$ cat src/rtl/clkdiv_meas_16.sv
// clkdiv_meas_16
//   Period and duty meter for a slow square wave, typically a divided clock.
//   The input is synchronised into the clkin domain. The meter counts clkin
//   cycles per input period (K) and per high phase. Each completed
//   measurement is reported with a one-cycle valid strobe.
//
// Ports
//   clkin     in   system clock, all logic on its rising edge
//   rst       in   synchronous active-high reset (wins over en)
//   en        in   measurement enable, low forces IDLE and clears flags
//   sig_in    in   asynchronous square wave to be measured
//   k_out     out  last measured period in clkin cycles
//   high_out  out  high-phase length belonging to that period
//   valid     out  one-cycle strobe, k_out/high_out just updated
//   locked    out  last two measured periods were equal
//   err       out  sticky: no rising edge within 2^N_BIT-1 cycles
module clkdiv_meas_16 #(
    parameter int N_BIT = 16
) (
    input  logic             clkin,
    input  logic             rst,
    input  logic             en,
    input  logic             sig_in,
    output logic [N_BIT-1:0] k_out,
    output logic [N_BIT-1:0] high_out,
    output logic             valid,
    output logic             locked,
    output logic             err
);

    typedef enum logic {
        S_IDLE,
        S_MEASURE
    } state_t;

    localparam logic [N_BIT-1:0] ONE = {{(N_BIT-1){1'b0}}, 1'b1};

    state_t           state_q, state_d;
    logic             s1_q, s2_q, s3_q;
    logic [N_BIT-1:0] per_q, per_d;
    logic [N_BIT-1:0] hi_q, hi_d;
    logic [N_BIT-1:0] hi_lat_q, hi_lat_d;
    logic [N_BIT-1:0] k_prev_q, k_prev_d;
    logic             have_prev_q, have_prev_d;
    logic [N_BIT-1:0] k_q, k_d;
    logic [N_BIT-1:0] high_q, high_d;
    logic             valid_q, valid_d;
    logic             locked_q, locked_d;
    logic             err_q, err_d;

    logic rise, fall, per_full;

    assign rise     = s2_q & ~s3_q;
    assign fall     = ~s2_q & s3_q;
    assign per_full = (per_q == '1);

    // Synchroniser runs independently of en; only rst clears it.
    always_ff @(posedge clkin) begin
        if (rst) begin
            s1_q <= 1'b0;
            s2_q <= 1'b0;
            s3_q <= 1'b0;
        end else begin
            s1_q <= sig_in;
            s2_q <= s1_q;
            s3_q <= s2_q;
        end
    end

    // State register
    always_ff @(posedge clkin) begin
        if (rst) state_q <= S_IDLE;
        else     state_q <= state_d;
    end

    // Next-state logic
    always_comb begin
        state_d = state_q;
        if (!en) begin
            state_d = S_IDLE;
        end else begin
            case (state_q)
                S_IDLE:    if (rise) state_d = S_MEASURE;
                S_MEASURE: if (!rise && per_full) state_d = S_IDLE;
                default:   state_d = S_IDLE;
            endcase
        end
    end

    // Datapath and output next-values
    always_comb begin
        per_d       = per_q;
        hi_d        = hi_q;
        hi_lat_d    = hi_lat_q;
        k_prev_d    = k_prev_q;
        have_prev_d = have_prev_q;
        k_d         = k_q;
        high_d      = high_q;
        valid_d     = 1'b0;
        locked_d    = locked_q;
        err_d       = err_q;

        if (!en) begin
            per_d       = '0;
            hi_d        = '0;
            have_prev_d = 1'b0;
            locked_d    = 1'b0;
            err_d       = 1'b0;
        end else begin
            case (state_q)
                S_IDLE: begin
                    have_prev_d = 1'b0;
                    locked_d    = 1'b0;
                    if (rise) begin
                        per_d = ONE;
                        hi_d  = ONE;
                    end else begin
                        per_d = '0;
                        hi_d  = '0;
                    end
                end
                S_MEASURE: begin
                    if (rise) begin
                        // A rise coinciding with per == all-ones is a legal
                        // capture, so it is tested before the overflow case.
                        k_d         = per_q;
                        high_d      = hi_lat_q;
                        valid_d     = 1'b1;
                        k_prev_d    = per_q;
                        have_prev_d = 1'b1;
                        locked_d    = have_prev_q && (per_q == k_prev_q);
                        per_d       = ONE;
                        hi_d        = ONE;
                    end else if (per_full) begin
                        err_d    = 1'b1;
                        locked_d = 1'b0;
                        per_d    = '0;
                        hi_d     = '0;
                    end else begin
                        per_d = per_q + ONE;
                        if (s2_q && (hi_q != '1)) hi_d = hi_q + ONE;
                        if (fall) hi_lat_d = hi_q;
                    end
                end
                default: ;
            endcase
        end
    end

    // Datapath registers
    always_ff @(posedge clkin) begin
        if (rst) begin
            per_q       <= '0;
            hi_q        <= '0;
            hi_lat_q    <= '0;
            k_prev_q    <= '0;
            have_prev_q <= 1'b0;
            k_q         <= '0;
            high_q      <= '0;
            valid_q     <= 1'b0;
            locked_q    <= 1'b0;
            err_q       <= 1'b0;
        end else begin
            per_q       <= per_d;
            hi_q        <= hi_d;
            hi_lat_q    <= hi_lat_d;
            k_prev_q    <= k_prev_d;
            have_prev_q <= have_prev_d;
            k_q         <= k_d;
            high_q      <= high_d;
            valid_q     <= valid_d;
            locked_q    <= locked_d;
            err_q       <= err_d;
        end
    end

    assign k_out    = k_q;
    assign high_out = high_q;
    assign valid    = valid_q;
    assign locked   = locked_q;
    assign err      = err_q;

endmodule
$ cat config.mk
export PLATFORM = sky130hd
export DESIGN_NAME = clkdiv_meas_16
export DESIGN_NICKNAME = d
export VERILOG_FILES = /design/src/rtl/clkdiv_meas_16.sv
export SDC_FILE = /design/constraint.sdc
export NUM_CORES = 1
export LEC_CHECK = 0
export BUFFER_PORTS_ARGS = -buffer_cell sky130_fd_sc_hd__buf_4
export CAP_MARGIN = 40
export CORE_MARGIN = 5
export CORE_UTILIZATION = 35
export DETAILED_ROUTE_END_ITERATION = 10
export SETUP_SLACK_MARGIN = 0.1
export SYNTH_ARGS = -nofsm -noshare
export SYNTH_HDL_FRONTEND = slang
export SYNTH_SLANG_ARGS = --single-unit
$ cat constraint.sdc
create_clock -name clkin -period 2.5 [get_ports clkin]
set_input_delay 0.375 -clock clkin [delete_from_list [all_inputs] [get_ports clkin]]
set_output_delay 0.375 -clock clkin [all_outputs]
set_load 0.01 [all_outputs]
# == Word-level counts from Yosys, hierarchy flattened ==
# Cells that the tools add are included.
# totals
ff_bits,88
inputBits,4
out_inout_bits,35
# op_classes
bitwise,8
n_eq_ne,6
n_reduce_logical,9
n_addsub,2
n_mux,16
# op_table
operator,n
16-bit 2-to-1 mux,5
16-bit one-hot mux with 2 select lines,2
16-bit by 1-bit adder with 16-bit output (second input constant),2
16-bit equality test,1
16-bit equality test (second input constant),1
16-bit != test (second input constant),1
1-bit 2-to-1 mux,6
1-bit inverter,6
1-bit one-hot mux with 2 select lines,3
3-bit AND reduction,2
5-bit AND reduction,1
4-bit by 1-bit != test with 1-bit output (second input constant),1
1-bit logical AND,3
3-bit by 1-bit != test with 1-bit output (second input constant),1
3-bit OR reduction,1
1-bit AND,2
2-bit by 1-bit != test with 1-bit output (second input constant),1
2-bit OR reduction,1
1-bit zero test,1

# == Depth between registers and ports, before layout ==
# Gate-level depths: netlist of the first run.
# logic_depth
ltp_word,6
mapped_depth,8

# == Worst setup path after synthesis of the first run ==
# Ideal clock, no wire load.
# synth_path
path_kind,reg-to-reg
start,register per_q[0]
end,register hi_lat_q[10]
setup_ns,0.128
stages_incl_launch_ff,9
period_less_slack_ns,1.857
arrival_time_ns,1.729
slack_ns,0.643
required_time_ns,2.372
cell_sequence,dfxtp_1 -> ha_1 -> nand4_2 -> nor4_4 -> nor4b_1 -> buf_4 -> buf_6 -> mux2i_1 -> nor2_1
# synth_via
elab_chain_cells,3
# synth_lines
item,line_no,text
start: declaration,40,"logic [N_BIT-1:0] per_q, per_d;"
start signal: assignment,164,per_q <= per_d;
16-bit equality test,55,assign per_full = (per_q == '1);
1-bit inverter (no source line),n/a,
5-bit AND reduction (no source line),n/a,
end signal: assignment,166,hi_lat_q <= hi_lat_d;
end: declaration,42,"logic [N_BIT-1:0] hi_lat_q, hi_lat_d;"
# Every way passes these cells.
# A chain may end at the register's enable or synchronous reset.

# == Worst setup path in the final report of the first run ==
# layout_path
start,register per_q[0]
end,register hi_q[11]
# layout_via
elab_chain_cells,4
elab_cells_between_ends,5
# layout_lines
item,line_no,text
16-bit equality test (*),55,
16-bit 2-to-1 mux,134,end else if (per_full) begin
16-bit 2-to-1 mux,123,if (rise) begin
16-bit one-hot mux with 2 select lines,110,case (state_q)
end signal: assignment,165,hi_q <= hi_d;
end: declaration,41,"logic [N_BIT-1:0] hi_q, hi_d;"
# Mark *: on every way between the ends. The rest lies on a longest branch, timed or not.

==> results of run 1 <==
[cell type report]
type / instances / area (µm²)
well taps: 136 / 170
clock inverters: 3 / 17.5
multi-input cells: 307 / 1810
flip-flops and latches: 88 / 1760
fillers: 1041 / 6030
repair buffers: 47 / 363
inverters: 6 / 22.5
clock buffers: 13 / 149
[sequential cells by signal (all words and copies together) (netlist names)]
| name | flops |
|---|---|
| hi_lat_q | 16 |
| k_out | 16 |
| locked | 1 |
| high_out | 16 |
| err | 1 |
| per_q | 16 |
| hi_q | 16 |
| valid | 1 |
| s3_q | 1 |
| state_q | 1 |
| s1_q | 1 |
| have_prev_q | 1 |
| s2_q | 1 |
[synthesized netlist by cell type (5+ instances only)]
cell and n:
a21oi_1 41, and4_1 5, buf_2 6, clkbuf_1 13, dfxtp_1 88, inv_1 6
mux2i_1 20, nand2_1 84, nand3_1 14, nand4_1 7, nor2_1 45, nor2b_1 5
nor3_1 5, xnor2_1 11, xor2_1 24
[worst reg2reg max path: stages, from the launching register on]
cell and delay (ns):
dfxtp_1 0.44, ha_1 0.26, nand4_2 0.19, or4_1 0.61, nand3_2 0.18, buf_12 0.18
a2111o_1 0.11, o21ai_0 0.08
[routing by layer]
layer	share of wire, %	up-vias
li1	-	1500
met1	52	1326
met2	41	63
met3	4.7	13
met4	2.2	0
met5	0	-
[power groups by stage]
stage / clock network [mW] / logic, mW / registers, mW
2_1_floorplan: 0 / 0.0313 / 1.44
3_3_place_gp: 0 / 0.0443 / 1.44
3_5_place_dp: 0 / 0.0449 / 1.44
4_1_cts: 0.901 / 0.0451 / 1.41
5_1_grt: 0.965 / 0.0486 / 1.41
6_report: 0.876 / 0.0443 / 1.41
[how the worst min path moves through the flow]
stage / start / to / slack [ns] / depth (start not counted)
global route: sig_in / s1_q$_SDFF_PP0_ / 0.21 / 2
CTS: sig_in / s1_q$_SDFF_PP0_ / 0.21 / 2
floorplan: s1_q$_SDFF_PP0_ / s2_q$_SDFF_PP0_ / 0.41 / 1
finish: sig_in / s1_q$_SDFF_PP0_ / 0.21 / 2
detailed placement: s1_q$_SDFF_PP0_ / s2_q$_SDFF_PP0_ / 0.43 / 1
global placement: s1_q$_SDFF_PP0_ / s2_q$_SDFF_PP0_ / 0.43 / 1
[kinds of logic after synthesis]
logic type / count (synthesis) / synth area share [%]
and+or+nand+nor: 192 / 24.6
DFF: 88 / 47.4
AOI/OAI and AO/OA: 58 / 9.59
xor gates and xnor gates: 35 / 8.24
buffers and inverters: 31 / 4.17
muxes: 20 / 5.38
adders and majority gates: 2 / 0.673
[layout by cell type (no fill, tap or decap), drive strengths merged]
cell,synthesis,final
and3,1,1
nor3,5,5
ha,2,2
clkbuf,14,13
o21ai,5,5
nand4,10,10
nor4b,1,1
mux2i,20,20
a211oi,1,1
and4,5,5
clkinv,0,2
o31ai,2,2
xnor2,11,11
nand2,84,84
or3,1,1
or2b,1,1
clkinvlp,0,1
nor2,46,46
or2,2,2
dfxtp,88,88
xor2,24,24
a2111o,4,4
nor4,5,5
inv,6,6
and2,3,3
buf,11,47
o211ai,1,1
nand3,15,15
or4,4,4
o2111ai,4,4
nand2b,4,4
nor2b,5,5
a21oi,41,41
[metrics by stage]
| stage | area [µm²] | std cells |
|---|---|---|
| floorplan | 3720 | 426 |
| finish | 4290 | 600 |
| global route | 4290 | 600 |
| global placement | 4120 | 583 |
| detailed placement | 4130 | 584 |
| CTS | 4290 | 600 |
==> qor.txt, run 1 <==
Status = finished clean
Achievable Freq = 464 MHz
Yosys top cell by area = dfxtp_1
Area growth syn-to-layout = 15.5%
Max-slew violations = 0
First-pass GRT wire length = 13800 µm
Die W = 113 µm
Clock Skew = 0.00969 ns
Number of diodes = 0
Crit path max-delay family = simple AND/OR/NAND/NOR gates
WP data required = 2.75 ns
HPWL Detailed = 5640 µm
Met2 usage = 19.4%
Setup WS post-layout = 0.344 ns
Residual DRC = 0
CTS tree = done
Synthesized cell area = 3720 µm²
Die H = 113 µm
Crit path buffers/inverters = 1
Starting density of the core = 36.0%
Initial antenna violation count = 0
Clock share of power = 37.7%
Syn nets = 432
Cell-internal power = 1.80 mW
Final Cycle Share = 86.2%
Total grt overflow = 0
Number of global-route vias before repair = 2808
Top_reg_cell synth = dfxtp_1
WS Path Type = flip-flop to flip-flop
CTS Buffer Depth = 2
CP Cell Sequence = ha_1 -> nand4_2 -> or4_1 -> nand3_2 -> buf_12 -> a2111o_1 -> o21ai_0
Warning count from the yosys run = 0
Psw = 0.523 mW
Setup violators final = 0
Clock transition at path regs = 0.08 ns
Post-Syn Area per Cell = 8.73 µm²
Root buffer cell = clkbuf_8
Rows = 37
Final hold viol count = 0
Final hold slack = 0.211 ns
Final core utilization = 41.6%
Share of power burned in registers = 60.4%
FF+latch count, synth = 88
Grt peak-use layer = met2
Cells on worst reg2reg path = 7
Drt first pass iters = 4
VDD IR max = 0.197 mV
Place WS = 0.332 ns
CTS sink cnt = 88
Critical Path Max Stage Delay = 0.61 ns
Final Wtd Congestion = 0.749
Synth cell types = 41
Flop2flop setup slack = 0.34 ns
Via-to-Cell Ratio = 4.84
Layout cells sized above 1 = 15.3%
Leakage power figure = 1.55 nW
Routed WL = 7950 µm
Post-Route Setup TNS = 0 ns
WP depth = 7
Initial drt markers = 153
Avg WL per Cell = 13.3 µm
Max Cap Viol = 0
Pwr Total = 2.33 mW
Number of synthesized flops with an enable pin = 0
Core area = 10300 µm²
CP max stage cell = or4_1
PostCTS Resize Cnt = 0
Net switching fraction of the power = 22.5%
IO Port Bufs = 38
CP arrival = 2.41 ns
H-tree levels = 3
Combinational power share = 1.9%
Total CTS buffers = 9
Tightest Hold Check Type = input pin to flip-flop
Hold_buf cts = 0
R2r endpoint = hi_q[11]$_SDFFE_PP0P_
Final nets = 465
Unrepaired setup endpoints after global routing = false
Setup repair bufs after CTS = 0
Skew-Pair Late Insertion Delay = 0.37 ns
Synth async-reset ratio = 0%
Largest net degree at the start of global routing = 54
Yosys top cell area share = 47.4%
Crit. End Element = flip-flop
Crit path launch type = flip-flop
Max-slew headroom = 62.5%
Reg-to-Reg Start = per_q[0]$_SDFF_PP0_
Critical path peak fanout = 22
Detail Route Antenna Nets = 0
Power per cell area = 542 nW/µm²
Crit path from = per_q[0]$_SDFF_PP0_
Ports = 39
Post-Syn Instances = 426
GRT met3 Usage = 3.05%
Die ar. = 12800 µm²
Final min period = 2.16 ns
Via count = 2902
Worst Setup EP = hi_q[11]$_SDFFE_PP0P_
Worst-Margin Slew = 0.562 ns
Met1 usage = 18.7%
Seq/Total Area, Yosys = 47.4%
Top cells by area, synth = dfxtp_1 47%, nand2_1 8.5%, xor2_1 5.7%
Gr usage total = 13.4%
Power figures use the tool's default switching activity.
==> run 2: changes to the inputs <==
--- a/config.mk
+++ b/config.mk
@@ -11,6 +11,7 @@
 export CORE_UTILIZATION = 35
 export DETAILED_ROUTE_END_ITERATION = 10
 export SETUP_SLACK_MARGIN = 0.1
+export SLEW_MARGIN = 30
 export SYNTH_ARGS = -nofsm -noshare
 export SYNTH_HDL_FRONTEND = slang
 export SYNTH_SLANG_ARGS = --single-unit
==> constraint.sdc (replaced) <==
create_clock -name clkin -period 2.5 [get_ports clkin]
set_input_delay 0.25 -clock clkin [delete_from_list [all_inputs] [get_ports clkin]]
set_output_delay 0.25 -clock clkin [all_outputs]
set_load 0.01 [all_outputs]
==> run 2 against run 1 <==
Against the previous run:
- flip-flop and latch count did not move
- utilization rose by 0.68 points
- clock power rose by 16%
- critical path type unchanged
- largest cell class unchanged
- highest routed layer unchanged
==> qor.txt, run 2 (synthesis results as in run 1) <==
Status = finished clean (unchanged)
Clock transition at path regs = 0.08 ns (about the same)
Psw = 0.517 mW (was 0.523 mW)
Critical path peak fanout = 17 (was 22)
Final Wtd Congestion = 0.773 (was 0.749)
Clock share of power = 41.3% (was 37.7%)
Largest net degree at the start of global routing = 54 (unchanged)
Final hold viol count = 0 (unchanged)
Crit. End Element = flip-flop (unchanged)
IO Port Bufs = 38 (unchanged)
Gr usage total = 13.6% (was 13.4%)
Area growth syn-to-layout = 17.4% (was 15.5%)
CP Cell Sequence = ha_1 -> nand4_2 -> or4_1 -> nand3_2 -> buf_4 -> a21oi_1 (was ha_1 -> nand4_2 -> or4_1 -> nand3_2 -> buf_12 -> a2111o_1 -> o21ai_0)
Drt first pass iters = 4 (unchanged)
Initial antenna violation count = 0 (unchanged)
Pwr Total = 2.47 mW (was 2.33 mW)
Final min period = 2.20 ns (was 2.16 ns)
Combinational power share = 1.8% (was 1.9%)
PostCTS Resize Cnt = 0 (unchanged)
Crit path max-delay family = simple AND/OR/NAND/NOR gates (unchanged)
WS Path Type = flip-flop to flip-flop (unchanged)
H-tree levels = 3 (unchanged)
Final nets = 470 (was 465)
Unrepaired setup endpoints after global routing = false (unchanged)
Number of global-route vias before repair = 2799 (was 2808)
Worst-Margin Slew = 0.586 ns (was 0.562 ns)
Max Cap Viol = 0 (unchanged)
CP max stage cell = or4_1 (unchanged)
Detail Route Antenna Nets = 0 (unchanged)
Crit path buffers/inverters = 1 (unchanged)
Critical Path Max Stage Delay = 0.59 ns (was 0.61 ns)
Leakage power figure = 1.59 nW (was 1.55 nW)
Number of diodes = 0 (unchanged)
CTS tree = done (unchanged)
Initial drt markers = 122 (was 153)
Root buffer cell = clkbuf_8 (unchanged)
Die W = 113 µm (unchanged)
Die ar. = 12800 µm² (unchanged)
Rows = 37 (unchanged)
Final Cycle Share = 88.1% (was 86.2%)
Via-to-Cell Ratio = 4.84 (about the same)
Net switching fraction of the power = 20.9% (was 22.5%)
Placed Area = 4160 µm² (was 4130 µm²)
Die H = 113 µm (unchanged)
Post-route cell area = 4360 µm² (was 4290 µm²)
Total grt overflow = 0 (unchanged)
Commonest cells after routing, fill and taps aside = 88 x dfxtp_1, 84 x nand2_1, 51 x buf_4, 44 x nor2_1, 41 x a21oi_1 (was 88 x dfxtp_1, 84 x nand2_1, 45 x buf_4, 44 x nor2_1, 41 x a21oi_1)
First-pass GRT wire length = 13900 µm (was 13800 µm)
CP arrival = 2.46 ns (was 2.41 ns)
Via count = 2924 (was 2902)
Tightest Hold Check Type = input pin to flip-flop (unchanged)
Crit path launch type = flip-flop (unchanged)
Hold_buf cts = 0 (unchanged)
Share of power burned in registers = 56.9% (was 60.4%)
WP data required = 2.76 ns (was 2.75 ns)
Core area = 10300 µm² (unchanged)
CTS Buffer Depth = 2 (unchanged)
Most common cell after layout, fill and taps aside = dfxtp_1 (unchanged)
Starting density of the core = 36.0% (unchanged)
Ports = 39 (unchanged)
Routed WL = 8230 µm (was 7950 µm)
CTS sink cnt = 88 (unchanged)
Setup repair bufs after CTS = 0 (unchanged)
Power per cell area = 566 nW/µm² (was 542 nW/µm²)
Clock Skew = 0.0131 ns (was 0.00969 ns)
Achievable Freq = 454 MHz (was 464 MHz)
Residual DRC = 0 (unchanged)
Setup violators final = 0 (unchanged)
Total CTS buffers = 9 (unchanged)
Layout cells sized above 1 = 16.5% (was 15.3%)
Post-Route Setup TNS = 0 ns (unchanged)
VDD IR max = 0.292 mV (was 0.197 mV)
Max-slew headroom = 60.9% (was 62.5%)
Skew-Pair Late Insertion Delay = 0.37 ns (about the same)
HPWL Detailed = 5650 µm (was 5640 µm)
Avg WL per Cell = 13.6 µm (was 13.3 µm)
Max-slew violations = 0 (unchanged)
Cell-internal power = 1.95 mW (was 1.80 mW)
-- run 2: cell types whose count changed in the layout (fill, tap and decap cells not counted), sizes merged --
cell and change:
clkdlybuf4s18 +1, clkinv -2, buf +4, bufinv +1
-- run 2: power by group through the flow --
stage	clock (mW)	combinational (mW)	sequential, mW
final	1.02	0.0451	1.41
after global routing	1.12	0.0494	1.41
after CTS	1.05	0.0452	1.41
after detailed placement	0	0.0452	1.44
after global placement	0	0.0448	1.44
after floorplan	0	0.0313	1.44
-- run 2: routing by layer --
metal,share of wire [%],vias up,track usage [%]
li1,-,1513,-
met1,52,1358,18.9
met5,0,-,0
met4,1.6,0,5.69
met3,4.1,9,3.90
met2,42,44,19.6
-- run 2: through the flow --
step	setup slack, ns	instances	util, %	hold slack [ns]
2_1_floorplan	0.643	426	-	0.378
3_3_place_gp	0.374	588	40.2	0.431
3_5_place_dp	0.291	589	40.3	0.425
4_1_cts	0.279	604	42.3	0.0688
5_1_grt	0.147	604	42.3	0.110
6_report	0.298	604	42.3	0.0884
-- run 2: layout make-up --
type,count,area [µm²]
inverter,6,22.5
clock inverter,2,37.5
fill,1031,5960
tap,136,170
sequential,88,1760
multi-input combinational,307,1810
timing repair buffer,52,393
clock buffer,13,169
-- run 2: final timing paths --
check,from,end,slack [ns],cells past startpoint
worst max-delay path,per_q[0]$_SDFF_PP0_,per_q[13]$_SDFF_PP0_,0.30,6
worst min-delay path,sig_in,s1_q$_SDFF_PP0_,0.09,2
worst max register to register,per_q[0]$_SDFF_PP0_,per_q[13]$_SDFF_PP0_,0.30,6
worst min register to register,s1_q$_SDFF_PP0_,s2_q$_SDFF_PP0_,0.44,1
-- run 2: worst register-to-register path, stage by stage (launching register included) --
cell	delay [ns]
dfxtp_1	0.44
ha_1	0.26
nand4_2	0.19
or4_1	0.59
nand3_2	0.34
buf_4	0.22
a21oi_1	0.04
==> run 3: changes to the inputs <==
--- a/config.mk
+++ b/config.mk
@@ -10,6 +10,8 @@
 export CORE_MARGIN = 5
 export CORE_UTILIZATION = 35
 export DETAILED_ROUTE_END_ITERATION = 10
+export GPL_ROUTABILITY_DRIVEN = 0
+export HOLD_SLACK_MARGIN = 0.1
 export SETUP_SLACK_MARGIN = 0.1
 export SLEW_MARGIN = 30
 export SYNTH_ARGS = -nofsm -noshare
==> run 3 against run 2 <==
Against the previous run:
- flip-flop and latch count stayed put
- via count increased by 0.10%
- highest routed layer unchanged
- clock-buffer cell count unchanged
- critical endpoint unchanged
- critical path depth did not move
- clock skew about the same
- design area rose by 0.23%
==> qor.txt, run 3 (synthesis results as in run 1) <==
CTS Buffer Depth = 2 (unchanged)
Cell-internal power = 1.96 mW (was 1.95 mW)
Max-slew headroom = 61.1% (was 60.9%)
Met1 usage = 18.9% (unchanged)
Detail Route Antenna Nets = 0 (unchanged)
Total grt overflow = 0 (unchanged)
Tightest Hold Check Type = input pin to flip-flop (unchanged)
Initial drt markers = 125 (was 122)
Flop2flop setup slack = 0.30 ns (about the same)
Die W = 113 µm (unchanged)
Final Cycle Share = 88.2% (was 88.1%)
Largest net degree at the start of global routing = 54 (unchanged)
Post-Route Setup TNS = 0 ns (unchanged)
Layout cells sized above 1 = 16.4% (was 16.5%)
Number of global-route vias before repair = 2807 (was 2799)
R2r endpoint = per_q[13]$_SDFF_PP0_ (unchanged)
Combinational power share = 1.9% (was 1.8%)
CTS tree = done (unchanged)
Commonest cells after routing, fill and taps aside = 88 x dfxtp_1, 84 x nand2_1, 51 x buf_4, 44 x nor2_1, 41 x a21oi_1 (unchanged)
VDD IR max = 0.292 mV (about the same)
PostCTS Resize Cnt = 0 (unchanged)
Worst hold start = en (was sig_in)
Avg WL per Cell = 13.5 µm (was 13.6 µm)
Layout fillers = 1031 (unchanged)
Share of power burned in registers = 56.9% (about the same)
Cells on worst reg2reg path = 6 (unchanged)
Die H = 113 µm (unchanged)
Via count = 2927 (was 2924)
H-tree levels = 3 (unchanged)
Power per cell area = 565 nW/µm² (was 566 nW/µm²)
WP data required = 2.75 ns (was 2.76 ns)
Final min period = 2.20 ns (about the same)
Leakage power figure = 1.59 nW (about the same)
Critical path peak fanout = 17 (unchanged)
First-pass GRT wire length = 13900 µm (about the same)
Hold EP = have_prev_q$_SDFFE_PP0P_ (was s1_q$_SDFF_PP0_)
WS Path Type = flip-flop to flip-flop (unchanged)
Clock share of power = 41.2% (was 41.3%)
CP arrival = 2.46 ns (about the same)
Setup violators final = 0 (unchanged)
Initial antenna violation count = 0 (unchanged)
Area growth syn-to-layout = 17.6% (was 17.4%)
Crit. End Element = flip-flop (unchanged)
Crit path max-delay family = simple AND/OR/NAND/NOR gates (unchanged)
CP max stage cell = or4_1 (unchanged)
Total CTS buffers = 9 (unchanged)
Grt peak-use layer = met2 (unchanged)
Final hold slack = 0.244 ns (was 0.0884 ns)
Crit path buffers/inverters = 1 (unchanged)
Routed WL = 8190 µm (was 8230 µm)
IO Port Bufs = 38 (unchanged)
Clock Skew = 0.0131 ns (about the same)
Max Cap Viol = 0 (unchanged)
Critical Path Max Stage Delay = 0.59 ns (about the same)
Reg-to-Reg Start = per_q[0]$_SDFF_PP0_ (unchanged)
Final hold viol count = 0 (unchanged)
Core area = 10300 µm² (unchanged)
Drt first pass iters = 4 (unchanged)
Residual DRC = 0 (unchanged)
Max-slew violations = 0 (unchanged)
CP Cell Sequence = ha_1 -> nand4_2 -> or4_1 -> nand3_2 -> buf_4 -> a21oi_1 (unchanged)
Clock transition at path regs = 0.08 ns (about the same)
Met2 usage = 19.7% (was 19.6%)
Net switching fraction of the power = 20.8% (was 20.9%)
Worst-Margin Slew = 0.583 ns (was 0.586 ns)
Worst hold stages = 3 (was 2)
Achievable Freq = 454 MHz (about the same)
Root buffer cell = clkbuf_8 (unchanged)
Skew-Pair Late Insertion Delay = 0.37 ns (about the same)
CTS sink cnt = 88 (unchanged)
GRT met3 Usage = 3.90% (unchanged)
Unrepaired setup endpoints after global routing = false (unchanged)
Via-to-Cell Ratio = 4.84 (about the same)
Most common cell after layout, fill and taps aside = dfxtp_1 (unchanged)
Die ar. = 12800 µm² (unchanged)
Starting density of the core = 36.0% (unchanged)
Number of diodes = 0 (unchanged)
HPWL Detailed = 5650 µm (unchanged)
Rows = 37 (unchanged)
Ports = 39 (unchanged)
Crit path launch type = flip-flop (unchanged)
Status = finished clean (unchanged)
Gr usage total = 13.6% (about the same)
Final nets = 471 (was 470)
Psw = 0.515 mW (was 0.517 mW)
## run 3: cell types whose count changed in the layout (fill, tap and decap cells not counted), sizes merged
cell,delta
dlygate4sd3,+1
## run 3: worst reg2reg max path, cell delays in order, from the launching register on
cell	delay [ns]
dfxtp_1	0.44
ha_1	0.27
nand4_2	0.19
or4_1	0.59
nand3_2	0.34
buf_4	0.22
a21oi_1	0.04
## run 3: layout make-up
type / count / area [µm²] / share of cell area (%)
clock inverter: 2 / 37.5 / 0.858
tap: 136 / 170 / 3.89
multi-input combinational: 307 / 1810 / 41.4
clock buffer: 13 / 169 / 3.86
inverter: 6 / 22.5 / 0.515
sequential: 88 / 1760 / 40.3
timing repair buffer: 53 / 403 / 9.21
## run 3: worst max path at each step
stage,startpoint,end,slack (ns),cells past startpoint
floorplan,per_q[0]$_SDFF_PP0_,hi_lat_q[10]$_SDFFE_PP0P_,0.64,8
CTS,per_q[0]$_SDFF_PP0_,per_q[11]$_SDFF_PP0_,0.28,6
global placement,per_q[0]$_SDFF_PP0_,per_q[13]$_SDFF_PP0_,0.37,6
global route,per_q[1]$_SDFF_PP0_,per_q[13]$_SDFF_PP0_,0.15,6
detailed placement,per_q[1]$_SDFF_PP0_,per_q[11]$_SDFF_PP0_,0.29,6
finish,per_q[0]$_SDFF_PP0_,per_q[13]$_SDFF_PP0_,0.30,6
## run 3: power groups by stage
stage	sequential, mW	combinational, mW	clock (mW)
global route	1.41	0.0508	1.12
global placement	1.44	0.0448	0
finish	1.41	0.0461	1.02
detailed placement	1.44	0.0452	0
CTS	1.41	0.0464	1.05
floorplan	1.44	0.0313	0
## run 3: repair_timing
| action | in CTS | in global routing |
|---|---|---|
| setup endpoints to repair | 0 | 0 |
| setup buffers | 0 | 0 |
| hold endpoints to repair | 1 | 0 |
| hold buffers | 1 | 0 |
## run 3: routing by layer
metal  share of wire (%)  vias up
met2                  43       48
met1                  52     1357
li1                    -     1515
met5                   0        -
met3                 4.4        7
met4                 1.4        0
## run 3: per-stage QoR
stage,util [%],setup slack [ns],cells,instance area [µm²],total power [mW]
4_1_cts,42.4,0.279,605,4370,2.50
3_5_place_dp,40.3,0.291,589,4160,1.48
5_1_grt,42.4,0.147,605,4370,2.58
6_report,42.4,0.295,605,4370,2.47
2_1_floorplan,-,0.643,426,3720,1.47
3_3_place_gp,40.2,0.374,588,4150,1.48
